`src/rtl/csr_arb_pkg.sv`:
```
// csr_arb_pkg: shared encodings for the CSR port arbiter and its round-robin grant.
package csr_arb_pkg;
`ifdef RV64I
  localparam int DataSizeDefault = 64;
`else
  localparam int DataSizeDefault = 32;
`endif
  typedef enum logic [1:0] {CsrOpRead = 2'b00, CsrOpWrite = 2'b01, CsrOpSet = 2'b10, CsrOpClear = 2'b11} csr_op_e;
  typedef enum logic [1:0] {Idle, Read, Write, Resp} arb_state_e;
  localparam logic ReqCore = 1'b0;
  localparam logic ReqDebug = 1'b1;
  function automatic logic [1:0] owner_onehot(input logic id);
    return (id == ReqDebug) ? 2'b10 : 2'b01;
  endfunction
endpackage

```
`src/rtl/rr_arbiter2.sv`:
```
// rr_arbiter2: two-input round-robin grant; the last winner yields on a tie, updated on accept.
module rr_arbiter2 (
  input  logic       clk_i,
  input  logic       rst_i,
  input  logic [1:0] req_i,
  input  logic       accept_i,
  output logic [1:0] gnt_o
);
  logic last_q, last_d;
  always_comb begin
    gnt_o = &req_i ? (last_q ? 2'b01 : 2'b10) : req_i;
    last_d = accept_i ? gnt_o[1] : last_q;
  end
  always_ff @(posedge clk_i) begin
    if (rst_i) last_q <= 1'b1;
    else last_q <= last_d;
  end
endmodule

```
`src/rtl/csr_port_arbiter.sv`:
```
// csr_port_arbiter: shares the CSR port between core and debug, running each request as an atomic read-modify-write.
module csr_port_arbiter
  import csr_arb_pkg::*;
#(
  parameter int DATA_SIZE = DataSizeDefault
) (
  input  logic                 clock,
  input  logic                 reset,
  input  logic [1:0]           req_valid,
  output logic [1:0]           req_ready,
  input  logic [1:0]           req_op0,
  input  logic [1:0]           req_op1,
  input  logic [11:0]          req_addr0,
  input  logic [11:0]          req_addr1,
  input  logic [DATA_SIZE-1:0] req_wdata0,
  input  logic [DATA_SIZE-1:0] req_wdata1,
  output logic [1:0]           resp_valid,
  output logic [DATA_SIZE-1:0] resp_rdata,
  input  logic                 csr_busy,
  output logic                 csr_wr_en,
  output logic [11:0]          csr_addr,
  output logic [DATA_SIZE-1:0] csr_wr_data,
  input  logic [DATA_SIZE-1:0] csr_rd_data
);
  arb_state_e state_q, state_d;
  csr_op_e op_q, op_d;
  logic [11:0] addr_q, addr_d;
  logic [DATA_SIZE-1:0] wdata_q, wdata_d, old_q, old_d, rmw;
  logic owner_q, owner_d, hs;
  logic [1:0] gnt;
  rr_arbiter2 u_rr (
    .clk_i   (clock),
    .rst_i   (reset),
    .req_i   (req_valid),
    .accept_i(hs),
    .gnt_o   (gnt)
  );
  always_comb begin
    state_d = state_q;
    op_d = op_q;
    addr_d = addr_q;
    wdata_d = wdata_q;
    owner_d = owner_q;
    old_d = old_q;
    req_ready = 2'b00;
    resp_valid = 2'b00;
    resp_rdata = '0;
    csr_wr_en = 1'b0;
    csr_addr = '0;
    csr_wr_data = '0;
    hs = 1'b0;
    rmw = (op_q == CsrOpSet) ? (old_q | wdata_q) : (op_q == CsrOpClear) ? (old_q & ~wdata_q) : wdata_q;
    case (state_q)
      Idle: begin
        req_ready = gnt & {2{~csr_busy}};
        hs = |req_ready;
        if (hs) begin
          owner_d = gnt[1];
          op_d = csr_op_e'(gnt[1] ? req_op1 : req_op0);
          addr_d = gnt[1] ? req_addr1 : req_addr0;
          wdata_d = gnt[1] ? req_wdata1 : req_wdata0;
          state_d = Read;
        end
      end
      Read: begin
        csr_addr = addr_q;
        old_d = csr_rd_data;
        // SET/CLEAR with an empty mask would rewrite the same value, so skip the write
        state_d = (op_q == CsrOpRead || (op_q != CsrOpWrite && wdata_q == '0)) ? Resp : Write;
      end
      Write: begin
        csr_addr = addr_q;
        csr_wr_data = rmw;
        csr_wr_en = ~csr_busy;
        state_d = csr_busy ? Write : Resp;
      end
      Resp: begin
        resp_valid = owner_onehot(owner_q);
        resp_rdata = old_q;
        state_d = Idle;
      end
      default: state_d = Idle;
    endcase
  end
  always_ff @(posedge clock) begin
    if (reset) begin
      state_q <= Idle;
      op_q <= CsrOpRead;
      addr_q <= '0;
      wdata_q <= '0;
      owner_q <= ReqCore;
      old_q <= '0;
    end else begin
      state_q <= state_d;
      op_q <= op_d;
      addr_q <= addr_d;
      wdata_q <= wdata_d;
      owner_q <= owner_d;
      old_q <= old_d;
    end
  end
endmodule
```
`config.mk`:
```
export PLATFORM = sky130hd
export DESIGN_NAME = csr_port_arbiter
export DESIGN_NICKNAME = d
export VERILOG_FILES = /design/src/rtl/csr_arb_pkg.sv /design/src/rtl/rr_arbiter2.sv /design/src/rtl/csr_port_arbiter.sv
export SDC_FILE = /design/constraint.sdc
export NUM_CORES = 1
export LEC_CHECK = 0
export CAP_MARGIN = 20
export CORE_ASPECT_RATIO = 1.75
export CORE_MARGIN = 5
export CORE_UTILIZATION = 39
export CTS_BUF_LIST = sky130_fd_sc_hd__clkbuf_8
export DETAILED_ROUTE_END_ITERATION = 8
export HOLD_SLACK_MARGIN = 0.02
export PLACE_DENSITY = 0.83
export SLEW_MARGIN = 30
export SYNTH_ARGS = -nofsm -noshare
export SYNTH_HDL_FRONTEND = slang
export SYNTH_SLANG_ARGS = --single-unit
export TNS_END_PERCENT = 10
```
`constraint.sdc`:
```
create_clock -name clock -period 1.6 [get_ports clock]
set_input_delay 0.32 -clock clock [delete_from_list [all_inputs] [get_ports clock]]
set_output_delay 0.32 -clock clock [all_outputs]
set_load 0.05 [all_outputs]
```
==> metrics <==
status complete, but fails checks; violated checks negative setup slack; Syn Area/Cell 8.71 um2; start-to-end type of the worst setup path register to output pin; Num CTS Buffers 9; antenna cells 0; RSZ-0062 raised after global routing true; pwr/cell area 1210 nW/um2; WP buf/inv 3; first-pass GRT wire length 24500 um; drt drc 0; Max Cap Viol 0; via count 4633; count of pins over their slew limit 0; number of global-route vias before repair 4836; cell family with most CP delay buffers and inverters; later-pin clock latency in the skew report 0.36 ns; Core Box Area 11900 um2; die width 92.9 um; Die Footprint 14400 um2; Fin. Hold Viols 0; Area contributors post-synth dfxtp_1 35%, mux2i_1 17%, a211oi_2 12%, and2_1 10%, nor2_1 6.6%; vias per cell 5.16; Detailed Route WL 16100 um; Max VDD drop 0.000737 V; CP arrival 1.53 ns; Final Util 68.7%; register area share after synthesis 35.0%; clk slew on worst S/H paths 0.09 ns; GRT Total Usage 21.6%; synthesized area 4690 um2; LEAKAGE 3.20 nW; Worst Setup Start Kind register; Sink Count 82; final HPWL from detailed placement 12200 um; Final WS setup -0.248 ns; Synth Net Count 671; CP max FO 11; I/O Buffers 209; Worst EP required 1.28 ns; total gr overflow 0; layout cells sized above 1 33.8%; Max clock buf depth 2; multi-input logic area 3000 um2; final setup TNS -15.65 ns; CTS H-tree depth 3; first-pass iteration count of the detailed router 4; DR iter-0 viols 160; fillcell total 885; clock skew 0.0120 ns; setup violators final 81; largest net degree at the start of global routing 32; Setup crit end kind output pin; sequential cell area 1650 um2; Post-synth EDFFs 0; Routed Antenna Nets 0; Slew @ Worst Pin 0.495 ns; initial antenna violation count 0; Routability Congestion 0.870; max frequency 541 MHz; CTS tree done; CP max stage delay 0.38 ns; CP cell instances buf_6 > ha_4 > buf_8 > and2_1 > buf_12; Routed wire per std cell 18.0 um; Layout area overhead 74.9%; min cycle time layout 1.85 ns; slowest cell on the critical path dfxtp_4; Cells after Synth 538; # hold bufs at CTS 0; flops & latches, synth 82; slew margin rel. 66.7%; Synthesis Warnings 0; nets@finish 888; top cell type's share of synthesized area 35.0%; Async SR Flop Fraction 0%; period utilization 115%; Layout Cells excl Fill 897; Netlist cell types 29; synth cell count leaders 82 x dfxtp_1, 82 x nor2_1, 79 x mux2i_1, 78 x and2_1, 65 x nand2_1; root buffer cell clkbuf_8; Starting Density 39.3%; Rows 53; Yosys top cell by area dfxtp_1; I/O pins 210; Synth Flop Type dfxtp_1; die height 155 um; HP Class primary input to register; Design Power 9.95 mW; pre-CTS setup slack -0.315 ns; placed cells 878
[logic make-up after synthesis]
family                   Yosys count  synth area share, %
buffers and inverters             46                 5.90
adder cells (fa/ha/maj)            4                 1.07
AO/OA/AOI/OAI                     86                 16.7
multiplexers                      79                 16.9
flip-flops                        82                 35.0
AND/OR/NAND/NOR                  241                 24.4
[area by class of cell]
type	instances	area share [%]
clock inverters	7	0.870
clock buffers	9	1.51
well taps	137	2.09
inverters	4	0.214
flip-flops and latches	82	20.2
repair buffers	248	38.6
multi-input cells	410	36.6
[metal layers]
| layer | vias up | track usage (%) | routed length, um |
|---|---|---|---|
| met5 | - | 0 | 0 |
| met4 | 0 | 11.3 | 613 |
| met3 | 37 | 4.11 | 746 |
| met2 | 137 | 40.7 | 9250 |
| met1 | 2191 | 21.9 | 5510 |
| li1 | 2268 | - | - |
[sequential cells by signal (all words and copies together), names as in the netlist]
name         cells
old_q           32
addr_q          12
state_q          2
owner_q          1
op_q             2
wdata_q         32
u_rr.last_q      1
[worst register-to-register path: cells and delay by family, from the launching register on]
family | cells | cell delay, ns
AO/OA/AOI/OAI | 2 | 0.38
buffers and inverters | 1 | 0.19
flip-flops | 1 | 0.35
AND/OR/NAND/NOR | 2 | 0.55
[through the flow]
step                      hold WS [ns]  area (um2)
final                            0.341        8200
after floorplan                  0.467        4690
after global routing             0.345        8200
after detailed placement         0.498        7510
after CTS                        0.338        7930
after global placement           0.492        7510
[cells in the final DEF (no fill, tap or decap), types with 12 or more instances in the layout]
cell / count
dfxtp_1: 78
buf_6: 28
and2_1: 21
buf_12: 61
and2_4: 54
buf_4: 19
mux2i_1: 78
a211oi_2: 44
buf_8: 12
nand2_1: 64
o21ai_1: 13
nor2_1: 82
o21ai_0: 20
clkdlybuf4s50_1: 126
[path summary, 6_finish.rpt]
path                                  from  cells after the start             end  slack [ns]
worst min-delay path                 reset                      2        old_q[6]        0.34
worst max-delay path            state_q[0]                      5  resp_rdata[31]       -0.25
worst max register to register  wdata_q[1]                      5      state_q[0]        0.06
worst min register to register   old_q[20]                      2       old_q[20]        0.53
[where the power goes]
| group | leakage (nW) | internal, mW | switching [mW] | total [mW] |
|---|---|---|---|---|
| Clock | 0.0966 | 0.718 | 0.775 | 1.49 |
| Combinational | 2.43 | 2.63 | 2.77 | 5.40 |
| Sequential | 0.677 | 2.58 | 0.477 | 3.05 |
| Total | 3.20 | 5.93 | 4.02 | 9.95 |
[what timing repair did]
item / CTS / global route
setup buffers: 0 / 0
endpoints found under the setup margin: 83 / 81
pin swaps: 2 / 8
gates resized for setup: 66 / 91
cloned: 2 / 1
Power figures use the tool's default switching activity.
